File: config.mk
export PLATFORM = sky130hd
export DESIGN_NAME = mem_arbiter
export DESIGN_NICKNAME = d
export VERILOG_FILES = /design/src/rtl/mem_arbiter.sv
export SDC_FILE = /design/constraint.sdc
export NUM_CORES = 1
export LEC_CHECK = 0
export CAP_MARGIN = 20
export CORE_AREA = 8 8 124 126
export CTS_CLUSTER_SIZE = 16
export DETAILED_ROUTE_END_ITERATION = 7
export DIE_AREA = 0 0 132 134
export PLACE_DENSITY = 0.88
export SYNTH_ARGS = -nofsm -noshare
export SYNTH_HDL_FRONTEND = slang
export SYNTH_SLANG_ARGS = --single-unit
File: constraint.sdc
create_clock -name clk -period 5 [get_ports clk]
set_input_delay 0.5 -clock clk [delete_from_list [all_inputs] [get_ports clk]]
set_output_delay 0.5 -clock clk [all_outputs]
set_load 0.01 [all_outputs]
File: src/rtl/mem_arbiter.sv
// Two-port (fetch / data) arbiter in front of the SRAM controller: round-robin grant,
// request fields held stable per transaction, local error response for unmapped or hung accesses.
module mem_arbiter #(
  parameter logic [31:0] MEM_LIMIT      = 32'h0001_0000,
  parameter int          TIMEOUT_CYCLES = 64
) (
  input  logic        clk,
  input  logic        reset,
  input  logic        if_req,
  input  logic [31:0] if_addr,
  output logic [31:0] if_data,
  output logic        if_valid,
  output logic        if_err,
  input  logic        d_req,
  input  logic        d_rw,
  input  logic [31:0] d_addr,
  input  logic [31:0] d_wdata,
  input  logic [1:0]  d_size,
  output logic [31:0] d_rdata,
  output logic        d_valid,
  output logic        d_err,
  output logic [31:0] mem_address,
  output logic        mem_rw_req,
  output logic        mem_rw,
  output logic [31:0] mem_write_data,
  output logic [1:0]  mem_size,
  input  logic [31:0] mem_read_data,
  input  logic        mem_data_valid
);

  localparam int TW = (TIMEOUT_CYCLES > 2) ? $clog2(TIMEOUT_CYCLES) : 1;

  typedef enum logic [2:0] {S_IDLE, S_ISSUE, S_WAIT, S_RESP, S_GAP} state_t;

  state_t        state_q, state_d;
  logic [TW-1:0] tmo_q, tmo_d;
  logic          lastg_q, lastg_d;   // 1 = data port won the last grant
  logic          gnt_q, gnt_d;       // 1 = data port owns the current transaction
  logic [31:0]   addr_q, addr_d, wdata_q, wdata_d;
  logic          rw_q, rw_d, rw_req_q, rw_req_d;
  logic [1:0]    size_q, size_d;
  logic [31:0]   if_data_q, if_data_d, d_rdata_q, d_rdata_d;
  logic          if_valid_q, if_valid_d, if_err_q, if_err_d;
  logic          d_valid_q, d_valid_d, d_err_q, d_err_d;
  logic          pick_data, resp_en, resp_err;
  logic [31:0]   resp_data;

  function automatic logic is_mapped(input logic [31:0] a);
    return !a[31] && (a < MEM_LIMIT);
  endfunction

  always_comb begin
    state_d    = state_q;
    tmo_d      = tmo_q;
    lastg_d    = lastg_q;
    gnt_d      = gnt_q;
    addr_d     = addr_q;
    rw_d       = rw_q;
    size_d     = size_q;
    wdata_d    = wdata_q;
    rw_req_d   = 1'b0;
    if_data_d  = if_data_q;
    d_rdata_d  = d_rdata_q;
    if_valid_d = 1'b0;
    if_err_d   = 1'b0;
    d_valid_d  = 1'b0;
    d_err_d    = 1'b0;
    resp_en    = 1'b0;
    resp_err   = 1'b0;
    resp_data  = '0;
    // Tie goes to whichever port did not win last time
    pick_data  = d_req & (~if_req | ~lastg_q);

    unique case (state_q)
      S_IDLE: begin
        if (if_req | d_req) begin
          gnt_d   = pick_data;
          lastg_d = pick_data;
          addr_d  = pick_data ? d_addr : if_addr;
          rw_d    = pick_data & d_rw;
          size_d  = pick_data ? ((d_size == 2'd3) ? 2'd2 : d_size) : 2'd2;
          wdata_d = pick_data ? d_wdata : '0;
          if (is_mapped(addr_d)) begin
            rw_req_d = 1'b1;
            state_d  = S_ISSUE;
          end else begin
            resp_en  = 1'b1;
            resp_err = 1'b1;
            state_d  = S_RESP;
          end
        end
      end
      S_ISSUE: begin
        tmo_d   = '0;
        state_d = S_WAIT;
      end
      S_WAIT: begin
        if (mem_data_valid) begin
          resp_en   = 1'b1;
          resp_data = rw_q ? 32'd0 : mem_read_data;
          state_d   = S_RESP;
        end else if (tmo_q == TW'(TIMEOUT_CYCLES - 1)) begin
          resp_en  = 1'b1;
          resp_err = 1'b1;
          state_d  = S_RESP;
        end else begin
          tmo_d = tmo_q + TW'(1);
        end
      end
      S_RESP:  state_d = S_GAP;
      S_GAP:   state_d = S_IDLE;
      default: state_d = S_IDLE;
    endcase

    if (resp_en) begin
      if (gnt_d) begin
        d_valid_d = 1'b1;
        d_err_d   = resp_err;
        d_rdata_d = resp_data;
      end else begin
        if_valid_d = 1'b1;
        if_err_d   = resp_err;
        if_data_d  = resp_data;
      end
    end
  end

  always_ff @(posedge clk) begin
    if (reset) begin
      state_q    <= S_IDLE;
      tmo_q      <= '0;
      lastg_q    <= 1'b1;
      gnt_q      <= 1'b0;
      addr_q     <= '0;
      rw_q       <= 1'b0;
      size_q     <= '0;
      wdata_q    <= '0;
      rw_req_q   <= 1'b0;
      if_data_q  <= '0;
      d_rdata_q  <= '0;
      if_valid_q <= 1'b0;
      if_err_q   <= 1'b0;
      d_valid_q  <= 1'b0;
      d_err_q    <= 1'b0;
    end else begin
      state_q    <= state_d;
      tmo_q      <= tmo_d;
      lastg_q    <= lastg_d;
      gnt_q      <= gnt_d;
      addr_q     <= addr_d;
      rw_q       <= rw_d;
      size_q     <= size_d;
      wdata_q    <= wdata_d;
      rw_req_q   <= rw_req_d;
      if_data_q  <= if_data_d;
      d_rdata_q  <= d_rdata_d;
      if_valid_q <= if_valid_d;
      if_err_q   <= if_err_d;
      d_valid_q  <= d_valid_d;
      d_err_q    <= d_err_d;
    end
  end

  assign if_data        = if_data_q;
  assign if_valid       = if_valid_q;
  assign if_err         = if_err_q;
  assign d_rdata        = d_rdata_q;
  assign d_valid        = d_valid_q;
  assign d_err          = d_err_q;
  assign mem_address    = addr_q;
  assign mem_rw_req     = rw_req_q;
  assign mem_rw         = rw_q;
  assign mem_write_data = wdata_q;
  assign mem_size       = size_q;

endmodule
* Word-level counts from Yosys, hierarchy flattened
Cells that the tools add are included.
** Cells by class
- Add/subtract/negate cells :: 1
- Magnitude comparators :: 1
- Equality and inequality tests :: 9
- Mux-type cells :: 27
- Bitwise logic cells :: 10
- Reductions and logical operators :: 13
** Operator list (count)
- $mux W32 :: 5
- $lt A32 B17 Y1 const B :: 1
- $mux W6 :: 2
- $pmux W3 S4 :: 1
- $pmux W6 S2 :: 1
- $mux W1 :: 10
- $mux W3 :: 3
- $reduce_or A3 Y1 :: 3
- $reduce_and A2 Y1 :: 4
- $add A6 B1 Y6 const B :: 1
- $eq A3 B2 Y1 const B :: 2
- $eq A6 B6 Y1 const B :: 1
- $mux W2 :: 3
- $ne A2 B2 Y1 const B :: 3
- $not A1 Y1 :: 6
- $pmux W1 S2 :: 2
- $eq A3 B1 Y1 const B :: 1
- $logic_not A3 Y1 :: 1
- $ne A3 B3 Y1 const B :: 1
- $reduce_and A3 Y1 :: 1
- $and A1 B1 Y1 :: 2
- $eq A2 B2 Y1 const B :: 1
- $or A1 B1 Y1 :: 2
- $reduce_bool A2 Y1 :: 1
- other kinds (3) :: 3
** Storage, ports and cells
- Bits in registers :: 147
- Input port bits :: 136
- Output and inout bits :: 136
- Word-level logic and storage cells :: 76

* Logic depth before layout (Yosys ltp)
Gate-level depths: netlist of the first run.
- Word-level depth :: 11
- Depth in mapped cells :: 8
- Gate-level depth less buffers :: 6

* Worst setup path after synthesis of the first run
OpenSTA, ideal clock, no wires.
- Path kind :: input to register
- From :: input port d_req
- To :: register d_rdata_q[10], in the netlist d_rdata[10]
- Library setup time :: 0.072 ns
- Arrival :: 1.728 ns
- Path slack :: 3.200 ns
- Stages :: 8
- Cells stage by stage :: a21boi_1 buf_2 and2_1 buf_6 nand2_2 a21boi_4 buf_6 mux2i_1
** On the way
- Longest elaborated chain between the ends :: 8
- Elaborated cells between the ends (all ways) :: 12
- Those cells by class :: order compare: 1; mux: 6; bitwise: 2; reduce/logical: 3
** Ends and longest elaborated chain
- start: declaration :: line 14 : input logic d_req,
- $and A1 B1 Y1 :: line 72 : pick_data = d_req & (~if_req | ~lastg_q);
- $mux W32 :: line 79 : addr_d = pick_data ? d_addr : if_addr;
- $lt A32 B17 Y1 / $logic_not A1 Y1 (equally long branches) :: line 49 : return !a[31] && (a < MEM_LIMIT);
- $logic_and A1 B1 Y1 :: line 49
- $mux W1 :: line 83 : if (is_mapped(addr_d)) begin
- $mux W1 :: line 76 : if (if_req | d_req) begin
- $pmux W1 S2 :: line 74 : unique case (state_q)
- $reduce_and A2 Y1 (no source line) *
- end signal: assignment :: line 156 : d_rdata_q <= d_rdata_d;
- end: declaration :: line 42 : logic [31:0] if_data_q, if_data_d, d_rdata_q, d_rdata_d;
Every way passes the cells marked *; elsewhere a longest branch is shown, timed or not.
A chain may end at the register's enable or synchronous reset.

* Worst setup path in the final report of the first run
- From :: input port d_addr[21]
- To :: register d_rdata_q[12], in the netlist d_rdata[12]
** On the way
- Longest elaborated chain between the ends :: 7
** Ends and longest elaborated chain
- start: declaration :: line 16 : input logic [31:0] d_addr,
- $mux W32 :: line 79
- $lt A32 B17 Y1 :: line 49
- $logic_and A1 B1 Y1 :: line 49
- $mux W1 :: line 83
- $mux W1 :: line 76
- $pmux W1 S2 :: line 74
- $reduce_and A2 Y1 (no source line)
No other way between the ends.

==> results.toml, run 1 <==
[cells_and_area]
antenna_cells = 0
drive_above_1_share_pct = 5.56
syn2layout_area_growth_pct = 57.5
fin_nets = 1023
fillers = 1052
post-route-util_pct = 69.4

[floorplan]
core_area_um2 = 13500
num_rows = 43
die-height_um = 134
die_x_um = 132
start_util_pct = 44.1
fp.dieArea_um2 = 17700
io_pins = 272

[global_routing]
grt_pass1_wl_mm = 30.1
grt_usage_pct = 21.2
grt_overflow = 0
antenna_found_initial = 0
grt_pass1_vias = 5528
grt_max_degree = 78

[detailed_routing]
drt_first_pass_iters = 5
wl_per_cell_um = 17.5
wl_mm = 18.9
vias = 5545
final_antenna_net_count = 0
via_per_inst = 5.14
drt-initial-drc-count = 287
drc_errors = 0

[hold_path]
worstHoldStart = "d_rdata[31]"
hold_depth = 2
hp-class = "reg2reg"
min_to = "d_rdata[31]"

[cts]
htreeDepth = 4
ctsHoldBuffers = 0
insertion_delay_ps = 410
numClockSinks = 147
cts_tree = "yes"
cts_setup_buffers = 0
clockRootBuffer = "clkbuf_16"
clk_pin_slew_ps = 60
numCtsBuffers = 17
cts_resized = 0
clockBufferDepth = 2

[worst_setup_path]
reg2reg_to = "if_data[10]"
reg2reg_from = "state_q[2]"
crit_chain = "clkdlybuf4s50_1, nor4_1, nand4_1, nand2_2, a21boi_4, buf_4, mux2i_1"
crit_path_max_fanout = 17
reg2reg_depth = 7
max_stage_delay_ps = 630
cp-start-kind = "input pin"
cp.arrival_ps = 2900
critPathSlowestCell = "a21boi_4"
cpLargestDelayFamily = "buffers and inverters"
cp_data_required_time_ps = 5330
worst-r2r-setup-slack_ps = 2510
setup.worst_path.end_class = "flip-flop"
critPathBufInv = 2
path_class = "in2reg"

[placed_design]
dp_hpwl_mm = 13.9
globalplace.congestion = 0.840
io_buffers = 271

[timing]
tightest_slew_ps = 745
fmax_mhz = 390
finalCritPeriodShare_pct = 51.3
drv_slew = 0
relSlewSlack_pct = 50.2
setup_tns_ps = 0
rsz0062_at_grt = "false"
hold_viol = 0
fin_skew_ps = 6.01
finalSetupViolations = 0
finalCriticalPeriod_ps = 2570

[run_status]
status = "finished clean"

[yosys]
syn_inst = 640
synth-seq-cells = 147
synth_cell_types = 44
synth_seq_area_share_pct = 49.5
synth_area_um2 = 5950
synth_area_per_cell_um2 = 9.30
syn_nets = 777
synthFlopType = "dfxtp_1"
synth_edf_count = 0
ys_async_sr_fraction_pct = 0
synth_warnings = 0

[power]
leakage_nw = 3.47
powerDensity_nw_per_um2 = 347
vdd.ir_drop.worst_v = 0.000260

[flow_run]
cap_violations = 0
## worst max-delay path by stage
stage                     from  slack (ps)     endpoint  cells after the start
floorplan                d_req        3200  d_rdata[10]                      8
global placement    d_addr[18]        2040   d_rdata[9]                      7
detailed placement  d_addr[21]        1980  d_rdata[12]                      7
CTS                 d_addr[21]        2410  d_rdata[12]                      7
global route        state_q[2]        2240  if_data[15]                      7
finish              d_addr[21]        2430  d_rdata[12]                      7
## synth_stat cells, types with 3 or more instances
cell,count,area share [%]
a211oi_1,36,4.5
clkbuf_2,3,0.25
dfxtp_1,147,49
nor4_1,9,0.95
a22oi_1,34,4.3
mux2i_1,64,11
buf_6,4,0.76
nor2_1,77,4.9
a21oi_1,3,0.25
xnor2_1,4,0.59
buf_2,21,1.8
clkbuf_1,21,1.3
nand2_1,40,2.5
nand2b_1,66,6.9
nor3_1,6,0.50
o21ai_0,34,2.9
nand3_1,37,3.1
buf_1,4,0.25
and2_1,3,0.32
## cell type report
cell class	count	area, um^2	area share [%]
multi-input combinational	440	2770	29.6
clock buffer	20	447	4.77
timing repair buffer	280	2780	29.6
tap	180	225	2.40
sequential	147	2940	31.4
clock inverter	12	203	2.16
## routing by layer
metal	share of wire, %	global-route usage (%)	routed length, um
met5	0	0	0
met4	1.5	7.15	287
met3	11	10.4	2050
met2	47	34.0	8880
met1	41	24.3	7680
## cells by family after synthesis
logic type / synth area share [%]
AND/OR/NAND/NOR: 20.5
XOR/XNOR: 0.736
multiplexers: 11.0
buffers and inverters: 4.35
AO/OA/AOI/OAI: 13.8
adder cells (fa/ha/maj): 0.210
flip-flops: 49.5
## layout by cell type (no fill, tap or decap), drive strengths merged, types with 2 or more instances in the layout
cell type	count
a21oi	4
dfxtp	147
clkbuf	20
o21ai	35
and2	3
buf	10
xnor2	4
a22oi	34
mux2i	64
a211oi	36
nand3	37
nand2b	66
a21boi	3
a31oi	2
nand4	2
bufinv	5
clkdlybuf4s50	270
nor4	9
nand2	41
nor3	7
clkinv	5
nor2	77
## worst reg2reg max path, cell delays in order (launching register included)
cell,delay [ps]
dfxtp_1,410
nor3_2,330
o21a_2,190
buf_4,490
nand3b_1,300
a21oi_2,170
buf_4,310
o21ai_0,170
## flip-flops by register name (all words and copies together) (netlist names), 2 cells and up
signal and count:
mem_size 2, if_data 32, mem_write_data 32, mem_address 32, tmo_q 6, d_rdata 32
state_q 3
## per-stage QoR
step | worst slack, ps | hold WS, ps | area [um^2] | total power, W | instances
after CTS | 2410 | 475 | 9370 | 0.00328 | 1079
final | 2430 | 473 | 9370 | 0.00325 | 1079
after floorplan | 3200 | 436 | 5950 | 0.00158 | 640
after global placement | 2040 | 458 | 8720 | 0.00189 | 1047
after detailed placement | 1980 | 463 | 8720 | 0.00190 | 1047
after global routing | 2240 | 496 | 9370 | 0.00340 | 1079
## power breakdown
part / internal, W / switching, W
Combinational: 0.000307 / 0.000273
Clock: 0.000901 / 0.000484
Sequential: 0.00124 / 0.0000431
Total: 0.00245 / 0.000801
Power figures use the tool's default switching activity.
==> inputs of run 2 (changes only) <==
Settings changed: CORE_AREA 8 8 124 126 to 8 8 135 137, DIE_AREA 0 0 132 134 to 0 0 143 145, PLACE_DENSITY 0.88 to 0.79.
Clock period 5 ns to 2.3 ns, I/O delays scaled along.
==> run 2 against run 1 <==
- via count is 0.25% lower
- die area is 17% higher
- sequential power is 120% higher
==> results.toml, run 2 (same netlist as run 1, synthesis figures left out) <==
[run_status]
status = "finished clean"

[power]
leakage_nw = 3.51
total_power_w = 0.00693
powerDensity_nw_per_um2 = 728
vdd.ir_drop.worst_v = 0.000468

[timing]
finalCriticalPeriod_ps = 1810
relSlewSlack_pct = 61.6
finalSetupViolations = 0
setup_tns_ps = 0
holdWs_ps = 210
hold_viol = 0
tightest_slew_ps = 576
finalCritPeriodShare_pct = 78.5
fmax_mhz = 554
fin_skew_ps = 10.4
rsz0062_at_grt = "false"
drv_slew = 0

[placed_design]
io_buffers = 271
place_area_um2 = 8910
globalplace.congestion = 0.769
dp_hpwl_mm = 13.8

[cts]
numClockSinks = 147
ctsHoldBuffers = 0
numCtsBuffers = 17
clockRootBuffer = "clkbuf_16"
insertion_delay_ps = 420
cts_resized = 0
cts_setup_buffers = 0
cts_tree = "yes"
htreeDepth = 4
clk_pin_slew_ps = 70
clockBufferDepth = 2

[detailed_routing]
vias = 5531
drt-initial-drc-count = 263
drc_errors = 0
drt_first_pass_iters = 6
wl_per_cell_um = 16.8
final_antenna_net_count = 0
wl_mm = 18.9
via_per_inst = 4.92

[global_routing]
grt_usage_pct = 18.0
grt_max_degree = 67
antenna_found_initial = 0
grt_pass1_wl_mm = 29.8
grt_overflow = 0
grt_pass1_vias = 5636

[cells_and_area]
syn2layout_area_growth_pct = 59.9
antenna_cells = 0
final_area_um2 = 9510
fillers = 1421
fin_nets = 1028
drive_above_1_share_pct = 6.31
post-route-util_pct = 58.8
layout_common_cells = "270 x clkdlybuf4s50_1, 147 x dfxtp_1, 77 x nor2_1"
layout_commonest_cell = "clkdlybuf4s50_1"

[floorplan]
core_area_um2 = 16200
die-height_um = 145
die_x_um = 143
io_pins = 272
num_rows = 47
start_util_pct = 36.8
fp.dieArea_um2 = 20700

[worst_setup_path]
max_stage_delay_ps = 360
critPathSlowestCell = "dfxtp_1"
cp-start-kind = "flip-flop"
cp.arrival_ps = 2140
setup.worst_path.end_class = "flip-flop"
path_class = "reg2reg"
cp_data_required_time_ps = 2640
crit_chain = "ha_1, a31oi_1, nor2_1, a21boi_4, buf_12, mux2i_1"
crit_path_max_fanout = 32

[hold_path]
hp-class = "in2reg"

[flow_run]
cap_violations = 0
==> run 2: cell count changes in the layout (fill, tap and decap cells not counted), moves of 2 or more <==
cell	previous run	this run
buf_12	0	8
buf_4	10	7
bufinv_16	5	2
clkbuf_1	2	0
inv_8	0	4
==> run 2: layout make-up <==
type                    count  area, um^2  share of cell area (%)
clock buffers              17         425                    4.47
clock inverters            15         174                    1.83
multi-input cells         440        2780                    29.2
flip-flops and latches    147        2940                    30.9
well taps                 220         275                    2.89
repair buffers            285        2920                    30.6
==> run 2: stage by stage <==
stage / worst slack (ps) / instances
floorplan: 668 / 640
global placement: 191 / 1092
detailed placement: 84.3 / 1092
CTS: 488 / 1124
global route: 413 / 1124
finish: 495 / 1124
==> run 2: metal layers <==
layer	share of wire [%]	up-vias	track usage, %
met2	46	215	28.6
met4	2.1	0	7.60
met1	41	2543	20.4
met5	0	-	0
met3	11	25	8.04
li1	-	2748	-
==> run 2: worst paths after layout <==
kind | start | to | slack, ps | depth (start not counted)
max reg2reg | tmo_q[0] | d_rdata[15] | 490 | 6
min | reset | mem_address[25] | 210 | 2
max | tmo_q[0] | d_rdata[15] | 490 | 6
min reg2reg | d_rdata[10] | d_rdata[10] | 470 | 2
==> run 2: critical path: cells and delay by family, from the launching register on <==
kind                     cells  cell delay, ps
adder cells (fa/ha/maj)      1             240
AND/OR/NAND/NOR              1             140
AO/OA/AOI/OAI                2             490
buffers and inverters        1             250
multiplexers                 1             210
flip-flops                   1             360
==> run 2: power breakdown <==
part / switching [W] / internal [W] / total, W
registers: 0.0000900 / 0.00270 / 0.00279
clock network: 0.00118 / 0.00163 / 0.00281
logic: 0.000605 / 0.000716 / 0.00132
==> inputs of run 3 (changes only) <==
Settings changed: CORE_AREA 8 8 135 137 to 8 8 129 131, DIE_AREA 0 0 143 145 to 0 0 137 139, PLACE_DENSITY 0.79 to 0.82.
Clock period 2.3 ns to 1.8 ns, I/O delays scaled along.
==> run 3 against run 2 <==
- final area increased by 2.1%
- power increased by 28%
- combinational power increased by 35%
- core utilization is 7.0 points higher
- critical path depth grew 1
- fmax grew 8.5%
- sequential share of layout area down 0.64 points
- clock skew down 1.5 ps
- clock-buffer cell count up 4
- first-iteration DRC count fell by 27%
- non-clock buffer count up 34
- die area down 8.2%
- critical path type unchanged
- critical endpoint is now if_data[16]
- largest cell class is now buffers
- highest routed layer unchanged
==> results.toml, run 3 (same netlist as run 1, synthesis figures left out) <==
[timing]
fin_skew_ps = 8.84
finalSetupViolations = 0
rsz0062_at_grt = "false"
finalCriticalPeriod_ps = 1660
hold_viol = 0
worst_slack_ps = 135
finalCritPeriodShare_pct = 92.5
fmax_mhz = 601
relSlewSlack_pct = 63.6
drv_slew = 0
tightest_slew_ps = 545

[global_routing]
grt_overflow = 0
grt_pass1_vias = 5828
grt_usage_pct = 19.9
grt_max_degree = 143
antenna_found_initial = 0
grt_pass1_wl_mm = 30.0

[cts]
htreeDepth = 4
insertion_delay_ps = 410
clk_pin_slew_ps = 60
clockBufferDepth = 2
clockRootBuffer = "clkbuf_16"
ctsHoldBuffers = 0
numClockSinks = 147
cts_tree = "yes"
numCtsBuffers = 17

[worst_setup_path]
reg2reg_from = "state_q[2]"
crit_start = "state_q[2]"
endpoint = "if_data[16]"
reg2reg_depth = 7
cp-start-kind = "flip-flop"
cp_data_required_time_ps = 2140
crit_path_max_fanout = 32
path_class = "reg2reg"
worst-r2r-setup-slack_ps = 140
setup.worst_path.end_class = "flip-flop"
cp.arrival_ps = 2010
reg2reg_to = "if_data[16]"

[detailed_routing]
wl_per_cell_um = 17.3
final_antenna_net_count = 0
via_per_inst = 5.02
drt-initial-drc-count = 191
vias = 5647
drc_errors = 0
drt_first_pass_iters = 4
wl_mm = 19.5

[floorplan]
io_pins = 272
num_rows = 45
core_area_um2 = 14800
fp.dieArea_um2 = 19000
start_util_pct = 40.3
die_x_um = 137
die-height_um = 139

[placed_design]
io_buffers = 271
dp_cells = 1093
pre_cts_ws_ps = -378
dp_hpwl_mm = 14.5
globalplace.congestion = 0.824

[flow_run]
cap_violations = 0

[cells_and_area]
layout_commonest_cell = "clkdlybuf4s50_1"
antenna_cells = 0
fin_cells = 1126
drive_above_1_share_pct = 9.81
fin_nets = 1062
syn2layout_area_growth_pct = 63.3
layout_common_cells = "270 x clkdlybuf4s50_1, 147 x dfxtp_1, 77 x nor2_1"

[power]
powerDensity_nw_per_um2 = 912
leakage_nw = 3.67
vdd.ir_drop.worst_v = 0.000635

[hold_path]
hp-class = "in2reg"

[run_status]
status = "finished clean"
==> run 3: through the flow <==
step	TNS, ps	utilization (%)	total power, W	hold WS, ps	instance area (um^2)
after floorplan	0	-	0.00440	310	5950
after global placement	-14450	61.7	0.00539	460	9100
after detailed placement	-16910	61.7	0.00542	466	9100
after CTS	0	65.7	0.00896	278	9690
after global routing	0	65.9	0.00925	305	9720
final	0	65.9	0.00887	295	9720
==> run 3: worst min path at each step <==
stage                          start  cells after the start  slack (ps)          end
detailed placement       d_rdata[23]                      2         470  d_rdata[23]
CTS                            reset                      5         280  d_rdata[17]
global route                   reset                      5         300  d_rdata[17]
global placement          d_rdata[2]                      2         460   d_rdata[2]
floorplan           mem_read_data[0]                      2         310   if_data[0]
finish                         reset                      5         300  d_rdata[17]
==> run 3: worst max-delay path, stage by stage, from the launching register on <==
cell,delay (ps)
dfxtp_1,330
nor3_2,300
nand2_1,140
buf_4,160
a21oi_2,220
buf_12,230
nand3_1,130
o21ai_0,90
==> run 3: repair_timing <==
item	in CTS	in global routing
setup buffers	0	1
resized for setup	0	4
setup endpoints to repair	0	36
==> run 3: area by class of cell <==
| type | count | area, um^2 |
|---|---|---|
| clock buffers | 21 | 460 |
| clock inverters | 11 | 128 |
| fillers | 1216 | 5040 |
| multi-input cells | 440 | 2790 |
| flip-flops and latches | 147 | 2940 |
| well taps | 188 | 235 |
| repair buffers | 319 | 3160 |
==> run 3: power by group <==
group | switching [W] | total (W) | internal, W | leakage, nW
sequential | 0.000110 | 0.00357 | 0.00346 | 1.20
combinational | 0.000802 | 0.00178 | 0.000979 | 2.19
clock | 0.00139 | 0.00352 | 0.00212 | 0.280
==> run 3: per-layer routing <==
metal	track usage, %	share of wire (%)
met5	0	0
met3	9.75	11
met1	21.7	40
met4	7.84	2.0
met2	32.3	47
